`config.mk`:
```
export PLATFORM = sky130hd
export DESIGN_NAME = instr_fetch
export DESIGN_NICKNAME = d
export VERILOG_FILES = /design/src/rtl/instr_fetch.sv
export SDC_FILE = /design/constraint.sdc
export NUM_CORES = 1
export LEC_CHECK = 0
export CORE_MARGIN = 8
export CORE_UTILIZATION = 62
export CTS_BUF_LIST = sky130_fd_sc_hd__clkbuf_4
export DETAILED_ROUTE_END_ITERATION = 8
export PLACE_DENSITY = 0.88
export SETUP_SLACK_MARGIN = 0.05
export SLEW_MARGIN = 20
export SYNTH_ARGS = -nofsm -noshare
export SYNTH_HDL_FRONTEND = slang
export SYNTH_SLANG_ARGS = --single-unit
```
`constraint.sdc`:
```
create_clock -name clk -period 10.8 [get_ports clk]
set_input_delay 1.62 -clock clk [delete_from_list [all_inputs] [get_ports clk]]
set_output_delay 1.62 -clock clk [all_outputs]
set_load 0.05 [all_outputs]
```
`src/rtl/instr_fetch.sv`:
```
// Instruction fetch: walks a PC through program RAM and queues {instr, pc} for decode.
// Latency: RAM issue at N, capture at N+1, instr_valid at N+2 (start to first valid is 3 cycles).
// Backpressure: issues only while FIFO count + inflight < DEPTH; instr_ready low simply holds the head.

module fifo #(
    parameter int W     = 8,
    parameter int DEPTH = 4
) (
    input  logic                     clk,
    input  logic                     reset,
    input  logic                     flush,
    input  logic                     push_vld,
    input  logic [W-1:0]             push_dat,
    input  logic                     pop_rdy,
    output logic [W-1:0]             head_dat,
    output logic [$clog2(DEPTH):0]   count
);
    localparam int PW = $clog2(DEPTH);

    logic [W-1:0]  mem [DEPTH];
    logic [PW-1:0] wr_ptr;
    logic [PW-1:0] rd_ptr;

    // Storage and pointers; flush empties the queue and drops any same-cycle push or pop.
    always_ff @(posedge clk) begin
        if (reset) begin
            wr_ptr <= '0;
            rd_ptr <= '0;
            count  <= '0;
            for (int i = 0; i < DEPTH; i++) mem[i] <= '0;
        end else if (flush) begin
            wr_ptr <= '0;
            rd_ptr <= '0;
            count  <= '0;
        end else begin
            if (push_vld) begin
                mem[wr_ptr] <= push_dat;
                wr_ptr      <= wr_ptr + PW'(1);
            end
            if (pop_rdy) rd_ptr <= rd_ptr + PW'(1);
            count <= count + (PW+1)'(push_vld) - (PW+1)'(pop_rdy);
        end
    end

    assign head_dat = mem[rd_ptr];
endmodule

module instr_fetch #(
    parameter int           ADDR_W   = 11,
    parameter int           INSTR_W  = 64,
    parameter int           DEPTH    = 4,
    parameter logic [7:0]   STOP_OPC = 8'hFF
) (
    input  logic                clk,
    input  logic                reset,
    input  logic                start,
    input  logic [ADDR_W-1:0]   start_addr,
    input  logic                halt,
    input  logic                redirect_valid,
    input  logic [ADDR_W-1:0]   redirect_addr,
    output logic                pram_ena,
    output logic                pram_rea,
    output logic [ADDR_W-1:0]   pram_addr,
    input  logic [INSTR_W-1:0]  pram_data,
    output logic                instr_valid,
    input  logic                instr_ready,
    output logic [INSTR_W-1:0]  instr_data,
    output logic [ADDR_W-1:0]   instr_pc,
    output logic                busy,
    output logic                done
);
    localparam logic [1:0] IDLE  = 2'd0;
    localparam logic [1:0] RUN   = 2'd1;
    localparam logic [1:0] DRAIN = 2'd2;

    logic [1:0]              state;
    logic [ADDR_W-1:0]       pc;
    logic [ADDR_W-1:0]       issued_pc;
    logic                    inflight;
    logic                    kill;
    logic                    done_r;
    logic [$clog2(DEPTH):0]  count;
    logic [INSTR_W+ADDR_W-1:0] head_dat;

    logic active;
    logic flush_req;
    logic fifo_flush;
    logic capture_vld;
    logic stop_hit;
    logic issue;
    logic push_vld;
    logic pop_rdy;

    assign active      = (state != IDLE);
    assign flush_req   = active && (halt || redirect_valid);
    // A fresh start also clears the queue so nothing from an earlier program survives.
    assign fifo_flush  = flush_req || (state == IDLE && start && !halt);
    assign capture_vld = inflight && !kill;
    assign stop_hit    = capture_vld && (pram_data[INSTR_W-1 -: 8] == STOP_OPC);
    // Credit rule: the read in flight already owns a FIFO slot, so the queue can never overflow.
    assign issue       = (state == RUN) && ((int'(count) + int'(inflight)) < DEPTH);
    assign push_vld    = capture_vld && !fifo_flush;
    assign pop_rdy     = instr_valid && instr_ready && !fifo_flush;

    // Control state, PC and the one-deep read tracking (inflight / kill).
    always_ff @(posedge clk) begin
        if (reset) begin
            state     <= IDLE;
            pc        <= '0;
            issued_pc <= '0;
            inflight  <= 1'b0;
            kill      <= 1'b0;
            done_r    <= 1'b0;
        end else begin
            inflight <= issue;
            // A read that leaves in the same cycle as a stop, redirect or halt must not land.
            kill     <= issue && (stop_hit || halt || redirect_valid);
            done_r   <= 1'b0;
            if (issue) begin
                issued_pc <= pc;
                pc        <= pc + ADDR_W'(1);
            end
            if (active && halt) begin
                state <= IDLE;
            end else if (active && redirect_valid) begin
                state <= RUN;
                pc    <= redirect_addr;
            end else begin
                case (state)
                    IDLE: if (start && !halt) begin
                        state <= RUN;
                        pc    <= start_addr;
                    end
                    RUN: if (stop_hit) state <= DRAIN;
                    DRAIN: if (count == '0 && !inflight) begin
                        state  <= IDLE;
                        done_r <= 1'b1;
                    end
                    default: state <= IDLE;
                endcase
            end
        end
    end

    fifo #(
        .W     (INSTR_W + ADDR_W),
        .DEPTH (DEPTH)
    ) u_fifo (
        .clk      (clk),
        .reset    (reset),
        .flush    (fifo_flush),
        .push_vld (push_vld),
        .push_dat ({pram_data, issued_pc}),
        .pop_rdy  (pop_rdy),
        .head_dat (head_dat),
        .count    (count)
    );

    assign pram_ena    = issue;
    assign pram_rea    = issue;
    assign pram_addr   = issue ? pc : '0;
    assign instr_valid = (count != '0);
    assign instr_data  = head_dat[INSTR_W+ADDR_W-1:ADDR_W];
    assign instr_pc    = head_dat[ADDR_W-1:0];
    assign busy        = active;
    assign done        = done_r;
endmodule

```
==> run metrics <==
outcome=complete, no violations; via/cell ratio=5.72; DR DRC count=0; Site Rows=56; TritonCTS clock tree=built; R2R cell count=7; initial antenna violation count=1; # IOs=183; full die area=29100 um2; Synth Flop Type=edfxtp_1; Die H=171 um; worst hold path type=flip-flop to flip-flop; Worst Setup EP=pram_addr[2]; Cell Chain, Critical Path=ha_1, or3_1, o221ai_1, nand2_1, inv_1, nand2_1, inv_1, clkdlybuf4s50_1; crit path from=u_fifo.count[1]; initial core utilization=63.2%; RSZ-0062 raised after global routing=false; Final Max Slew Viols=0; clock buffer depth=3; CTS Root Cell=clkbuf_4; 1st-pass router iterations=5; final worst path period share=50.4%; H-tree depth=3; hold depth=2; worst skew pair latency=670 ps; first-pass GRT wire length=49400 um; Final Wtd Congestion=0.857; sequential area share after synthesis=65.6%; crit path DAT=3830 ps; post-DR wirelength/cell=20.5 um; # hold bufs at CTS=0; DP Worst Slack=5450 ps; Final Hold Viols=0; Ys Warns=0; R2R Path Start=state[1]; power after layout=2.83 mW; Die W=171 um; core area=23500 um2; Finished Layout Cells=1542; # port buffers=182; clock share of power=33.9%; fmax=184 MHz; critical path's largest stage delay=800 ps; P per Cell Area=159 nW/um2; clk slew on worst S/H paths=60 ps; layout cell share with drive strength beyond 1=18.6%; DR iter-0 viols=673; # placed instances=1412; Routed WL=31700 um; Setup crit end kind=output port; largest net degree at the start of global routing=76; reg2reg end=u_fifo.mem[1][11]; Yosys cell types=53; async set-reset flop share out of synthesis=0%; Internal Power=2.12 mW; worst clock skew=22.2 ps; setup TNS=0 ps; slew of the pin with the lowest slew margin=1100 ps; vias=8825; clk sinks=336; Total Nets Final=1274; fillcell total=1359; setup ws final=5350 ps; crit path launch type=flip-flop; global-route usage over all layers=22.0%; total CTS buffers=80; post-DP HPWL=18900 um; Mean Syn Cell Area=15.4 um2; Worst EP required=9180 ps; synthesized area=14800 um2; post_cts resized=0; crit path max fanout=15; share of power burned in registers=53.0%; postcts setup bufs=0; Sw Ratio=25.1%; vias in the first global route=9669; Setup violations, final=0; NetSw=0.712 mW; Final ANT Viol Nets=0; slowest CP cell=clkdlybuf4s50_1; maximum VDD drop=85.6 uV; #FFs+latches synth=336; Slew HR=26.7%; Max-Cap Viols=0; Crit Path Class=flip-flop to output port; Area Growth Syn to Fin=19.9%; Final Critical Period=5450 ps; syn_nets=1058; EDFF count, synth=300; total gr overflow=0; Gate power share=13.1%; Synth Instances=960; Lkg Pwr=6.51 nW; reg2reg setup slack=7400 ps
==> state kept, by name (all words and copies together) (netlist names), 2 cells and up, named ones only <==
signal,count
u_fifo.mem,300
issued_pc,11
pc,11
u_fifo.count,3
state,2
u_fifo.rd_ptr,2
u_fifo.wr_ptr,2
==> cells in the mapped netlist (all sizes together), types with 2 or more instances <==
master | number | area (um2)
a211o | 2 | 17.5
a211oi | 3 | 22.5
a21oi | 17 | 85.1
a221oi | 3 | 26.3
a22oi | 2 | 15.0
and2 | 301 | 1880
and3 | 10 | 62.6
buf | 28 | 240
clkbuf | 33 | 128
dfxtp | 36 | 721
edfxtp | 300 | 9010
ha | 5 | 62.6
inv | 16 | 60.1
mux4 | 75 | 1690
nand2 | 29 | 109
nand2b | 2 | 12.5
nand3 | 11 | 55.1
nand3b | 3 | 22.5
nand4 | 6 | 37.5
nor2 | 14 | 52.6
nor3 | 5 | 36.3
nor3b | 2 | 31.3
nor4 | 2 | 12.5
o21ai | 5 | 25.0
o221a | 2 | 22.5
o22ai | 6 | 37.5
o31ai | 2 | 15.0
o32ai | 3 | 26.3
or2 | 4 | 27.5
or3 | 4 | 25.0
or4b | 2 | 20.0
xnor2 | 7 | 61.3
xor2 | 7 | 61.3
==> worst min-delay path by stage <==
stage | from | end | slack [ps]
after global placement | issued_pc[5] | issued_pc[5] | 470
after global routing | issued_pc[4] | issued_pc[4] | 520
after floorplan | issued_pc[0] | issued_pc[0] | 460
after detailed placement | issued_pc[5] | issued_pc[5] | 480
final | issued_pc[5] | issued_pc[5] | 490
after CTS | issued_pc[5] | issued_pc[5] | 490
==> cell families after synthesis <==
logic type,share of synthesized area (%)
AND/OR/NAND/NOR,16.3
AO/OA/AOI/OAI,2.41
buffers and inverters,2.89
multiplexers,11.4
flip-flops,65.6
adder cells (fa/ha/maj),0.557
XOR/XNOR,0.827
==> per-layer routing <==
layer  global-route usage [%]  routed length (um)  vias to the layer above
met2                     37.7               16000                      391
met3                     5.42                2680                       63
met1                     26.1               12100                     4353
met4                     9.73                 854                        0
li1                         -                   -                     4018
met5                        0                   0                        -
==> through the flow <==
step                hold WS (ps)  utilization, %  area, um2
floorplan                    457               -      14800
global placement             472            71.7      16800
detailed placement           483            71.7      16800
CTS                          491            75.6      17800
global route                 522            75.8      17800
finish                       493            75.8      17800
==> worst max-delay path, delay by kind of cell, from the launching register on <==
family / cells / cell delay [ps]
buf+inv: 3 / 1390
compound gates: 1 / 210
flops: 1 / 360
fa+ha+maj: 1 / 240
simple gates: 3 / 970
==> cell usage in the layout (no fill, tap or decap), drive strengths merged, types with 3 or more instances in the layout <==
cell / count
a211oi: 3
a21oi: 17
a221oi: 3
and2: 301
and3: 10
buf: 13
clkbuf: 121
clkdlybuf4s50: 182
clkinv: 5
dfxtp: 36
edfxtp: 300
ha: 5
inv: 18
mux4: 75
nand2: 29
nand3: 11
nand3b: 3
nand4: 6
nor2: 14
nor3: 5
o21ai: 5
o22ai: 6
o32ai: 3
or2: 4
or3: 4
xnor2: 7
xor2: 7
==> cell type report <==
| class | instances | area [um2] | share of cell area [%] |
|---|---|---|---|
| inverters | 16 | 60.1 | 0.338 |
| diodes | 1 | 2.50 | 0.0141 |
| repair buffers | 195 | 1940 | 10.9 |
| clock buffers | 121 | 908 | 5.11 |
| well taps | 319 | 399 | 2.24 |
| clock inverters | 7 | 26.3 | 0.148 |
| flip-flops and latches | 336 | 9740 | 54.7 |
| multi-input cells | 547 | 4710 | 26.5 |
==> power groups by stage <==
stage	combinational [mW]	sequential, mW	clock (mW)
floorplan	0.239	1.52	0
global placement	0.368	1.52	0
detailed placement	0.370	1.53	0
CTS	0.372	1.50	0.982
global route	0.391	1.51	1.04
finish	0.371	1.50	0.961
No activity file was read; power rests on OpenSTA's default activity.
